**src/rtl/traffic_pkg.sv**
```systemverilog
// traffic_pkg: shared encodings and default durations for the traffic light timer.
package traffic_pkg;
  typedef enum logic {GREEN = 1'b0, YELLOW = 1'b1} phase_t;
  typedef enum logic {HWY = 1'b0, CTRY = 1'b1} owner_t;
  typedef enum logic [1:0] {IDLE = 2'b01, RUN = 2'b10} state_t;
  localparam logic [7:0] DEF_GREEN = 8'd30;
  localparam logic [7:0] DEF_YELLOW = 8'd4;
endpackage

```
**src/rtl/light_down_counter.sv**
```systemverilog
// light_down_counter: loadable down-counter with enable and zero flag.
module light_down_counter #(
  parameter int unsigned W = 8
) (
  input  logic         clk,
  input  logic         rst_n,
  input  logic         load,
  input  logic [W-1:0] value,
  input  logic         en,
  output logic         zero
);
  logic [W-1:0] count;
  always_ff @(posedge clk or negedge rst_n)
    if (!rst_n) count <= '0;
    else if (load) count <= value;
    else if (en) count <= count - 1'b1;
  assign zero = count == '0;
endmodule

```
**src/rtl/shared_light_timer.sv**
```systemverilog
// shared_light_timer: one countdown timer shared round-robin between the
// highway and country-road controllers.
module shared_light_timer
  import traffic_pkg::*;
#(
  parameter int unsigned           TIMER_W  = 8,
  parameter logic [TIMER_W-1:0]    T_GREEN  = TIMER_W'(DEF_GREEN),
  parameter logic [TIMER_W-1:0]    T_YELLOW = TIMER_W'(DEF_YELLOW)
) (
  input  logic clk,
  input  logic rst_n,
  input  logic tick,
  input  logic start_h,
  input  logic phase_h,
  input  logic start_c,
  input  logic phase_c,
  output logic time_out_h,
  output logic time_out_c,
  output logic busy,
  output logic owner
);
  // A zero duration would underflow the load value, so it behaves as one tick.
  localparam logic [TIMER_W-1:0] G_EFF = (T_GREEN == '0) ? TIMER_W'(1) : T_GREEN;
  localparam logic [TIMER_W-1:0] Y_EFF = (T_YELLOW == '0) ? TIMER_W'(1) : T_YELLOW;
  state_t state;
  owner_t own;
  phase_t ph_h, ph_c;
  logic pend_h, pend_c, grant, gnt_c, zero;
  phase_t pick_ph;
  logic [TIMER_W-1:0] load_val;
  // On a tie the requester that did not hold the timer last wins.
  assign grant = state == IDLE && (pend_h || pend_c);
  assign gnt_c = pend_c && (!pend_h || own == HWY);
  assign pick_ph = gnt_c ? ph_c : ph_h;
  assign load_val = (pick_ph == YELLOW ? Y_EFF : G_EFF) - 1'b1;
  assign busy = state == RUN;
  assign owner = own;
  light_down_counter #(.W(TIMER_W)) u_cnt (
    .clk(clk),
    .rst_n(rst_n),
    .load(grant),
    .value(load_val),
    .en(state == RUN && tick && !zero),
    .zero(zero)
  );
  always_ff @(posedge clk or negedge rst_n)
    if (!rst_n) begin
      state <= IDLE;
      own <= CTRY;
      pend_h <= 1'b0;
      pend_c <= 1'b0;
      ph_h <= GREEN;
      ph_c <= GREEN;
      time_out_h <= 1'b0;
      time_out_c <= 1'b0;
    end else begin
      time_out_h <= 1'b0;
      time_out_c <= 1'b0;
      pend_h <= start_h || (pend_h && !(grant && !gnt_c));
      pend_c <= start_c || (pend_c && !(grant && gnt_c));
      if (start_h) ph_h <= phase_t'(phase_h);
      if (start_c) ph_c <= phase_t'(phase_c);
      if (grant) begin
        state <= RUN;
        own <= gnt_c ? CTRY : HWY;
      end else if (state == RUN && tick && zero) begin
        state <= IDLE;
        time_out_h <= own == HWY;
        time_out_c <= own == CTRY;
      end
    end
endmodule

```
**config.mk**
```make
export PLATFORM = sky130hd
export DESIGN_NAME = shared_light_timer
export DESIGN_NICKNAME = d
export VERILOG_FILES = /design/src/rtl/traffic_pkg.sv /design/src/rtl/light_down_counter.sv /design/src/rtl/shared_light_timer.sv
export SDC_FILE = /design/constraint.sdc
export NUM_CORES = 1
export LEC_CHECK = 0
export ABC_AREA = 1
export CAP_MARGIN = 10
export CELL_PAD_IN_SITES_DETAIL_PLACEMENT = 0
export CELL_PAD_IN_SITES_GLOBAL_PLACEMENT = 1
export CORE_ASPECT_RATIO = 1.4
export CORE_UTILIZATION = 35
export DETAILED_ROUTE_END_ITERATION = 16
export GPL_ROUTABILITY_DRIVEN = 0
export PLACE_DENSITY_LB_ADDON = 0.1
export SLEW_MARGIN = 10
export SYNTH_ARGS = -nofsm -noshare
export SYNTH_HDL_FRONTEND = slang
export SYNTH_HIERARCHICAL = 1
export SYNTH_SLANG_ARGS = --single-unit
```
**constraint.sdc**
```tcl
create_clock -name clk -period 3.2 [get_ports clk]
set_input_delay 0.32 -clock clk [delete_from_list [all_inputs] [get_ports clk]]
set_output_delay 0.32 -clock clk [all_outputs]
set_load 0.01 [all_outputs]
```
---- After elaboration in Yosys (flattened, before gate mapping) ----
Index checks and enable logic that the tools add are counted.
storage, ports and cells
  register bits after elaboration ......... 17
  output and inout port bits .............. 4
  word-level logic and storage cells ...... 46
operators by class
  add/subtract/negate cells ............... 2
  eq/ne operators ......................... 2
  multiplexer cells ....................... 11
  bitwise gates (word level) .............. 1
  reduce and logical (&&, ||, !) cells .... 21
operator list
  cell                                               number
  2-to-1 mux 8 bit                                   2
  logical AND 1 bit                                  9
  logical NOT 8 bit                                  1
  subtractor 8 x 1 -> 8 bit (second input constant)  1
  2-to-1 mux 1 bit                                   6
  subtractor 5 x 1 -> 6 bit (second input constant)  1
  logical NOT 1 bit                                  5
  2-to-1 mux 5 bit                                   1
  logical OR 1 bit                                   4
  2-to-1 mux 2 bit                                   2
  nonzero test 2 bit                                 2
  == test 2 x 1 -> 1 bit (second input constant)     1
  == test 2 bit (second input constant)              1
  inverter 1 bit                                     1

---- Depth between registers and ports, before layout ----
  word-level depth ........................ 8
  gate-level depth with buffers ........... 11
  gate-level depth less buffers ........... 11

---- Hierarchy ----
The synthesis kept the hierarchy.
modules (own cells, without submodules)
  module              instances  cells each  area each (sq um)
  light_down_counter  1          73          540.5
  shared_light_timer  1          52          410.4

---- Worst setup path after synthesis ----
No wires, ideal clock.
  path kind ............................... flip-flop to flip-flop
  start point ............................. reg u_cnt.count[0]
  end point ............................... reg u_cnt.count[3]
  data arrival time ....................... 1.466 ns
  path slack .............................. 1.669 ns
  cell stages (with the launch flop) ...... 12
  cells stage by stage .................... dfrtp_1 inv_1 ha_1 nand3_1 nor2_1 nor2_1 inv_2 nor2_4 inv_2 a21oi_2 o21ai_1 nand2_1
between the ends
  word-level cells in the longest chain between the ends .. 4
  elaborated cells on any way between the ends .. 7
  classes of those cells .................. add/sub (1); mux (2); reduce/logical (4)
ends and longest elaborated chain
  element                       line                      source
  start, declared               light_down_counter.sv:12  logic [W-1:0] count;
  start signal, assigned        light_down_counter.sv:15  else if (load) count <= value;
  start signal, assigned        light_down_counter.sv:16  else if (en) count <= count - 1'b1;
  logical NOT 8 bit             light_down_counter.sv:17  assign zero = count == '0;
  named net zero                shared_light_timer.sv:28  logic pend_h, pend_c, grant, gnt_c, zero;
  logical NOT 1 bit             shared_light_timer.sv:43  .en(state == RUN && tick && !zero),
  logical AND 1 bit             shared_light_timer.sv:43
  nonzero test 2 bit (no line)  --
The timed path passes the listed nets, and every way through them passes these cells. The select of a mux whose other input is x is not followed.
A chain may end at the register's enable or synchronous reset.

---- Final worst setup path ----
  start point ............................. reg state[1]
  end point ............................... out busy
between the ends
  word-level cells in the longest chain between the ends .. 1
ends and longest elaborated chain
  element                 line                      source
  start, declared         shared_light_timer.sv:25  state_t state;
  start signal, assigned  shared_light_timer.sv:48  state <= IDLE;
  start signal, assigned  shared_light_timer.sv:64  state <= RUN;
  start signal, assigned  shared_light_timer.sv:67  state <= IDLE;
  == test 2 bit           shared_light_timer.sv:36  assign busy = state == RUN;
  end, declared           shared_light_timer.sv:19  output logic busy,
No other way between the ends.

==> impl_metrics.ini <==
[sta]
fin_worst_skew_ns = 0.00758
fmax_mhz = 561
rsz0062_at_grt = false
slew_headroom_pct = 45.7
hold_viol = 0
setup_viol = 0
final.setup.tns_ns = 0
slew_viol_final = 0
tightestPinTransition_ns = 0.812
period_needed_ns = 1.78
finalCritPeriodShare_pct = 55.7

[setup_path]
critPathCaptureType = primary output
critPathMaxFanout = 4
cp.arrival_ns = 1.46
crit_type = reg -> out
start_kind = flop
crit_required_ns = 2.88

[clock_network]
clockBufferDepth = 2
clk_pin_slew_ns = 0.10
clock_sinks = 17
clk_latency_ns = 0.29
ctsHoldBuffers = 0
cts_resized = 0
cts_tree = done
cts_setup_buffers = 0
numCtsBuffers = 3
cts_max_level = 1
root_buffer = clkbuf_4

[final_layout]
final_nets = 150
drive_gt1_share_pct = 14.3
n_antenna_cell = 0
area_growth_pct = 18.0
stdcell_count = 176
n_fill_cell = 306

[detailed_routing]
route.detailed.drc = 0
ant_nets = 0
drt_first_pass_iters = 4
first_iter_violations = 29
wl_per_cell_um = 11.2
vias = 798
vias_per_cell = 4.53
wl_mm = 1.98

[synthesis]
synth_cell_types = 23
syn_area_um2 = 951
synth_edf_count = 0
synth_top_area_share_pct = 39.5
avgSynthCellArea_um2 = 7.61
seq_area_frac_synth_pct = 45.0
synth_area_leader_cell = dfrtp_1
syn_inst = 125
synthArstFlopShare_pct = 100
synth.area.top_cells = dfrtp_1 (39%), nand2_1 (13%), inv_1 (7.1%)
synth_seq_cells = 17
synthFlopType = dfrtp_1
yosys_warnings = 6

[pwr]
power.internal_uw = 274
vdd_drop_max_mv = 0.204
p_clk_share_pct = 32.4
power.density_nw_per_um2 = 311
seq_power_share_pct = 62.4
p_switching_uw = 75.6
p_leak_nw = 0.583
combPwrFrac_pct = 5.2
p_sw_share_pct = 21.6

[grt]
antenna_found_initial = 0
met1_usage_pct = 19.2
grt_max_degree = 18
top_usage_layer = met2
grt_pass1_vias = 865
grt.overflow.total = 0
grtUsageMet3_pct = 1.72
grt_pass1_wl_mm = 3.62
grtUsageMet2_pct = 30.3
track_usage_pct = 17.3

[floorplanning]
initial_utilization_pct = 36.8
chipHeight_um = 63.7
die_width_um = 46.1
num_rows = 22
core_um2 = 2590
ioPinCount = 11
dieArea_um2 = 2930

[hold_path]
hold_path.class = in -> async

[outcome]
outcome = finished, final reports clean

[placed_design]
dp_hpwl_mm = 1.51
port_buffers = 10
dp.cells = 172

[job]
cap_violations = 0
## cell families (layout without fill, tap and decap cells)
| logic type | after synthesis | count (layout) | synth area share, % |
|---|---|---|---|
| DFF | 17 | 17 | 45.0 |
| adders and majority gates | 2 | 2 | 2.63 |
| and+or+nand+nor | 64 | 64 | 30.4 |
| buffers and inverters | 25 | 38 | 10.3 |
| other | 2 | 4 | 0.790 |
| AOI/OAI and AO/OA | 14 | 14 | 10.0 |
| xor gates and xnor gates | 1 | 1 | 0.921 |
## critical path, cell delays in order (launching register included)
cell and delay (ns):
dfrtp_1 0.42, inv_1 0.07, nor2_1 0.13, clkdlybuf4s50_1 0.56
## synth_stat cells, types with 2 or more instances
| cell | n |
|---|---|
| inv_2 | 6 |
| inv_1 | 18 |
| nor2_4 | 2 |
| ha_1 | 2 |
| o21ai_1 | 3 |
| o21ai_0 | 2 |
| nor2_1 | 10 |
| nand3_1 | 11 |
| a22oi_1 | 4 |
| conb_1 | 2 |
| nand2_1 | 33 |
| nor2_2 | 2 |
| dfrtp_1 | 15 |
| nand4_1 | 3 |
| dfstp_2 | 2 |
| nand2_2 | 3 |
## power by group through the flow
stage	Combinational, mW	Clock [mW]	Sequential (mW)
6_report	0.0182	0.113	0.218
5_1_grt	0.0213	0.128	0.219
4_1_cts	0.0185	0.122	0.218
3_5_place_dp	0.0185	0	0.222
3_3_place_gp	0.0184	0	0.222
2_1_floorplan	0.00522	0	0.222
## stage by stage
| stage | total power, mW | hold slack (ns) | setup WS, ns | area, µm² | util, % |
|---|---|---|---|---|---|
| CTS | 0.358 | 0.498 | 1.41 | 1120 | 43.4 |
| finish | 0.350 | 0.492 | 1.42 | 1120 | 43.4 |
| detailed placement | 0.241 | 0.486 | 1.42 | 1100 | 42.4 |
| global route | 0.367 | 0.541 | 1.28 | 1120 | 43.4 |
| global placement | 0.241 | 0.484 | 1.46 | 1100 | 42.4 |
| floorplan | 0.227 | 0.0244 | 1.67 | 958 | - |
## area by class of cell
class                   instances  area, µm²  area share [%]
multi-input cells              85        433            38.6
flip-flops and latches         17        428            38.1
repair buffers                 10        100            8.92
inverters                      24       90.1            8.03
well taps                      36       45.0            4.01
clock buffers                   4       26.3            2.34
## routing by layer
layer  vias up  part of all wire [%]
met4         0                   1.9
met3         4                   1.5
met5         -                     0
met2         7                    52
met1       372                    44
li1        415                     -
## final timing paths
check,slack [ns],depth (start not counted),start,endpoint
worst max-delay path,1.42,3,state[1],busy
worst max register to register,1.45,11,u_cnt/count[0],u_cnt/count[3]
worst min-delay path,0.49,1,rst_n,u_cnt/count[5]
worst min register to register,0.50,2,state[0],state[0]
min in group clk,0.50,2,state[0],state[0]
max in group asynchronous,2.20,1,rst_n,ph_c
## registers in the layout (all words and copies together) (netlist names)
register     flops
pend_h           1
state            2
pend_c           1
time_out_h       1
u_cnt/count      8
time_out_c       1
ph_c             1
owner            1
ph_h             1
## cells in the final DEF (no fill, tap or decap), drive strengths merged
master         synthesis  final
o211ai                 1      1
dfrtp                 15     15
ha                     2      2
inv                   24     24
conb                   2      4
nor2                  14     14
a21oi                  1      1
a31oi                  1      1
xnor2                  1      1
nand4                  3      3
nand3                 11     11
clkdlybuf4s50          0     10
o21ai                  6      6
dfstp                  2      2
a22oi                  4      4
clkbuf                 0      4
o221ai                 1      1
nand2                 36     36
No activity file was read; power rests on OpenSTA's default activity.
